[src/rtl/reg_write_scoreboard.sv]
// Register-write scoreboard: tracks pending destination writes from execute to writeback
// plus one outstanding multiply/divide, and produces hazard, forwarding and stall hints.
module reg_write_scoreboard #(
    parameter int DEPTH    = 3,
    parameter int JAL_REG  = 31,
    parameter int SETX_REG = 30
) (
    input  logic        clock,
    input  logic        reset,
    input  logic [31:0] instruction,
    input  logic        issue_valid,
    input  logic        stall,
    input  logic        flush,
    input  logic        md_done,
    input  logic [4:0]  src_a,
    input  logic [4:0]  src_b,
    output logic        hazard_a,
    output logic        hazard_b,
    output logic [3:0]  fwd_a,
    output logic [3:0]  fwd_b,
    output logic        stall_req,
    output logic        md_busy
);

    localparam logic [4:0] OP_ALU  = 5'b00000;
    localparam logic [4:0] OP_ADDI = 5'b00101;
    localparam logic [4:0] OP_LOAD = 5'b01000;
    localparam logic [4:0] OP_JAL  = 5'b00011;
    localparam logic [4:0] OP_SETX = 5'b10101;
    localparam logic [4:0] FN_MUL  = 5'b00110;
    localparam logic [4:0] FN_DIV  = 5'b00111;
    localparam logic [4:0] JAL_R   = 5'(JAL_REG);
    localparam logic [4:0] SETX_R  = 5'(SETX_REG);

    logic [4:0]       opcode;
    logic [4:0]       dec_dest;
    logic             dec_load;
    logic             dec_md;
    logic             accept;
    logic             vld_in;

    logic [DEPTH-1:0] vld_p;
    logic [DEPTH-1:0] ld_p;
    logic [4:0]       reg_p [DEPTH];
    logic [4:0]       md_reg;

    logic [DEPTH-1:0] hit_a;
    logic [DEPTH-1:0] hit_b;
    logic             md_hit_a;
    logic             md_hit_b;
    logic             load_use;

    logic             unused_bits;
    assign unused_bits = ^{instruction[21:7], instruction[1:0]};

    function automatic logic [3:0] youngest(input logic [DEPTH-1:0] hit);
        youngest = 4'd0;
        for (int i = DEPTH - 1; i >= 0; i--) begin
            if (hit[i]) youngest = 4'(i + 1);
        end
    endfunction

    // Decode: destination register and writer class of the instruction leaving decode
    always_comb begin
        opcode   = instruction[31:27];
        dec_dest = 5'd0;
        case (opcode)
            OP_ALU, OP_ADDI, OP_LOAD: dec_dest = instruction[26:22];
            OP_JAL:                   dec_dest = JAL_R;
            OP_SETX:                  dec_dest = SETX_R;
            default:                  dec_dest = 5'd0;
        endcase
        dec_load = (opcode == OP_LOAD);
        dec_md   = (opcode == OP_ALU) &&
                   ((instruction[6:2] == FN_MUL) || (instruction[6:2] == FN_DIV));
    end

    assign accept = issue_valid && !stall && !flush;
    // Multiply/divide results are tracked by md_reg, not by the stage pipe.
    assign vld_in = accept && (dec_dest != 5'd0) && !dec_md;

    // Stage pipe control: a flush squashes the instruction now in stage 0 as it moves to stage 1
    always_ff @(posedge clock or negedge reset) begin
        if (!reset) begin
            vld_p   <= '0;
            md_busy <= 1'b0;
            md_reg  <= 5'd0;
        end else begin
            vld_p <= {vld_p[DEPTH-2:0], vld_in};
            if (flush) vld_p[1] <= 1'b0;
            if (accept && dec_md) begin
                md_busy <= 1'b1;
                md_reg  <= dec_dest;
            end else if (md_done) begin
                md_busy <= 1'b0;
            end
        end
    end

    // Stage pipe payload; only meaningful where the matching valid bit is set
    always_ff @(posedge clock) begin
        reg_p[0] <= dec_dest;
        ld_p     <= {ld_p[DEPTH-2:0], dec_load};
        for (int i = 1; i < DEPTH; i++) begin
            reg_p[i] <= reg_p[i-1];
        end
    end

    // Source matching against every stage and against the outstanding multiply/divide
    always_comb begin
        hit_a = '0;
        hit_b = '0;
        for (int i = 0; i < DEPTH; i++) begin
            hit_a[i] = vld_p[i] && (reg_p[i] == src_a) && (src_a != 5'd0);
            hit_b[i] = vld_p[i] && (reg_p[i] == src_b) && (src_b != 5'd0);
        end
    end

    assign md_hit_a = md_busy && (md_reg == src_a) && (src_a != 5'd0);
    assign md_hit_b = md_busy && (md_reg == src_b) && (src_b != 5'd0);
    assign load_use = vld_p[0] && ld_p[0] && (hit_a[0] || hit_b[0]);

    assign hazard_a  = (|hit_a) || md_hit_a;
    assign hazard_b  = (|hit_b) || md_hit_b;
    assign fwd_a     = youngest(hit_a);
    assign fwd_b     = youngest(hit_b);
    // A second multiply/divide must wait until the unit is free.
    assign stall_req = load_use || md_hit_a || md_hit_b || (md_busy && issue_valid && dec_md);

endmodule

[config.mk]
export PLATFORM = sky130hd
export DESIGN_NAME = reg_write_scoreboard
export DESIGN_NICKNAME = d
export VERILOG_FILES = /design/src/rtl/reg_write_scoreboard.sv
export SDC_FILE = /design/constraint.sdc
export NUM_CORES = 1
export LEC_CHECK = 0
export ABC_AREA = 1
export BUFFER_PORTS_ARGS = -buffer_cell sky130_fd_sc_hd__buf_2
export CAP_MARGIN = 20
export CORE_MARGIN = 3
export CORE_UTILIZATION = 50
export DETAILED_ROUTE_END_ITERATION = 8
export GPL_ROUTABILITY_DRIVEN = 0
export GPL_TIMING_DRIVEN = 0
export PLACE_DENSITY_LB_ADDON = 0.25
export SYNTH_ARGS = -nofsm -noshare
export SYNTH_HDL_FRONTEND = slang
export SYNTH_SLANG_ARGS = --single-unit
[constraint.sdc]
create_clock -name clock -period 0.99 [get_ports clock]
set_input_delay 0 -clock clock [delete_from_list [all_inputs] [get_ports clock]]
set_output_delay 0 -clock clock [all_outputs]
set_load 0.01 [all_outputs]
==> results.txt <==
Static Leak: 1.17 nW
Nets: 389
Max Freq: 0.654 GHz
Final WS setup: -0.539 ns
Final core utilization: 69.6%
Port bufs: 33
I/O Pins: 60
Power Density: 924 nW/um^2
Startpoint class of the critical path: register
Yosys cell types: 26
DRT iter0 DRCs: 77
Failing checks: hold timing, setup timing
CTS H-tree depth: 1
Avg WL per Cell: 11.0 um
Num Clock Sinks: 25
Combinational power share: 22.0%
Drt drc: 0
EDFF count, synth: 0
CTS tree: yes
Synthesized area per cell: 6.00 um^2
Sw power: 620 uW
CP Capture Point: stall_req
Max-Cap Viols: 0
Top sig layer: met4
DRT antenna net count: 0
Fin Hold WS: -0.0379 ns
Final period utilization: 154%
Fin crit period: 1.53 ns
Int Pwr: 1.41 mW
Tot Pwr: 2.03 mW
Skew-Pair Late Insertion Delay: 0.33 ns
HP Class: input port to register
Pin count of the biggest net entering global routing: 16
Total wire length: 4.23 mm
Share of layout cells above drive strength 1: 28.5%
Clk pin slew, worst setup/hold paths: 0.15 ns
Routed wl met3: 219 um
Vias in the first global route: 1624
Crit path arrival time: 1.53 ns
Antenna cells: 0
Flop pwr share: 53.8%
Peak supply drop: 0.000624 V
Top FF cell, synth: dfxtp_1
Met2 WL: 2.13 mm
Critical path class: register to primary output
Die X: 64.3 um
Initial Utilization: 53.8%
CP Data Required Time: 0.99 ns
DIE HEIGHT: 64.3 um
Register area share after synthesis: 32.1%
Clk root buf: clkbuf_4
Clock buffer depth: 2
Share of power burned in the clock network: 24.1%
Clock Skew: 0.000457 ns
Net Sw Frac: 30.6%
Std cell rows: 20
Initial antenna violation count: 0
FF-to-FF End: md_reg[2]
DR pass1 iterations: 4
Clock buffer count from CTS: 3
Final Hold Viols: 3
Wire length on met1: 1.82 mm
Global Route Usage Sum: 21.6%
Post-synthesis register bit count: 25
RSZ-0062 raised after global routing: yes
Vias per cell: 4.77
Placed wire-length estimate: 3.34 mm
Area delta synth->final: 29.2%
Critical path endpoint category: primary output
First-pass GRT wire length: 6.94 mm
Synth warnings: 0
Reg-to-Reg Start: md_reg[2]
Final setup fails: 12
Worst Setup SP: md_reg[4]
Status: complete, but fails checks
Async set-reset flop share out of synthesis: 36.0%
Max reg flops: 15
Global route overflow: 0
R2r setup slk: 0.17 ns
Gate Count Post-Synth: 283
Pre-CTS setup slack: -0.222 ns
Vias: 1832
CP max FO: 3
Mapped cell area: 1700 um^2
Die outline area: 4130 um^2
Core ar.: 3150 um^2
Max-slew violation count: 0
Worst R2R Path Depth: 3
Setup TNS: -3.83 ns
## cells by family after synthesis
family	count (synthesis)	synth area share (%)
compound gates	25	7.89
xor+xnor	13	6.71
buf+inv	49	12.0
flops	25	32.1
other cells	1	0.221
simple gates	170	41.0
## layout by cell type, fill, tap and decap left out, types with 2 or more instances in the layout
cell type,instances
nand4_1,2
o21ai_0,15
dlygate4sd3_1,11
nor3_2,3
dfxtp_2,14
nand2_1,97
buf_2,36
nand3b_1,2
xnor2_1,6
clkbuf_4,3
buf_4,8
a21oi_1,3
nand2_2,6
nand3_1,10
o21ai_1,4
nor2_1,40
inv_2,11
buf_6,2
nor2_2,4
dfrtp_1,9
inv_1,30
xor2_1,6
conb_1,4
## final cells by class
class / instances / area [um^2]
Sequential cell: 25 / 567
Multi-Input combinational cell: 212 / 1010
Clock buffer: 3 / 22.5
Inverter: 41 / 154
Buffer: 8 / 50.0
Clock inverter: 1 / 7.51
Timing Repair Buffer: 50 / 328
Fill cell: 282 / 960
Tap cell: 44 / 55.1
## cell usage after synthesis, drive strengths merged, types with 3 or more instances
| cell | number | area share (%) |
|---|---|---|
| buf | 7 | 2.7 |
| xnor2 | 7 | 3.6 |
| dfxtp | 16 | 19 |
| nor2 | 45 | 10 |
| nand4 | 3 | 1.5 |
| nor3 | 4 | 1.5 |
| a21oi | 4 | 1.4 |
| nand3 | 11 | 3.2 |
| nand2 | 103 | 23 |
| dfrtp | 9 | 13 |
| inv | 41 | 9.1 |
| xor2 | 6 | 3.1 |
| o21ai | 20 | 6.1 |
## timing repair
| action | in CTS | in global routing |
|---|---|---|
| hold buffers | 10 | 2 |
| pin swaps | 20 | 10 |
| setup buffers | 4 | 1 |
| gates resized for setup | 30 | 16 |
| setup endpoints to repair | 7 | 12 |
| hold endpoints to repair | 18 | 6 |
## worst min path at each step
stage                         start          end  slack (ns)  cells past startpoint
CTS                           stall     vld_p[0]        -0.1                      4
floorplan                     reset      md_busy       -0.30                      0
global placement              reset     vld_p[2]       -0.13                      1
finish              instruction[31]  reg_p[0][2]       -0.04                      3
global route        instruction[31]  reg_p[0][2]       -0.04                      3
detailed placement            reset     vld_p[2]       -0.13                      1
## worst max-delay path, cell delays in order (launching register included)
cell and delay [ns]:
dfrtp_1 0.43, inv_2 0.08, nand2_1 0.05, nand2_1 0.08, nand2_1 0.06, nor2_1 0.10, nand2_1 0.09, nand2_1 0.08
nor2_1 0.04, nand2_1 0.06, buf_2 0.13
## layer usage
layer  vias up  track usage (%)
met5         -                0
met4         0             7.92
met3         5             1.58
met2        62             38.7
met1       796             26.8
li1        969                -
## power by group through the flow
stage                     clock network, mW  logic [mW]  registers (mW)
after floorplan                           0       0.247            1.10
after global placement                    0       0.373            1.10
after detailed placement                  0       0.380            1.10
after CTS                             0.487       0.426            1.09
after global routing                  0.529       0.505            1.10
final                                 0.488       0.447            1.09
## metrics by stage
step / std cells / hold slack (ns) / cell area [um^2]
finish: 384 / -0.0379 / 2190
global route: 384 / -0.0408 / 2190
CTS: 381 / -0.0994 / 2140
detailed placement: 363 / -0.130 / 1930
global placement: 363 / -0.131 / 1930
floorplan: 286 / -0.296 / 1710
Note: power is estimated with default switching activity, not from simulation.
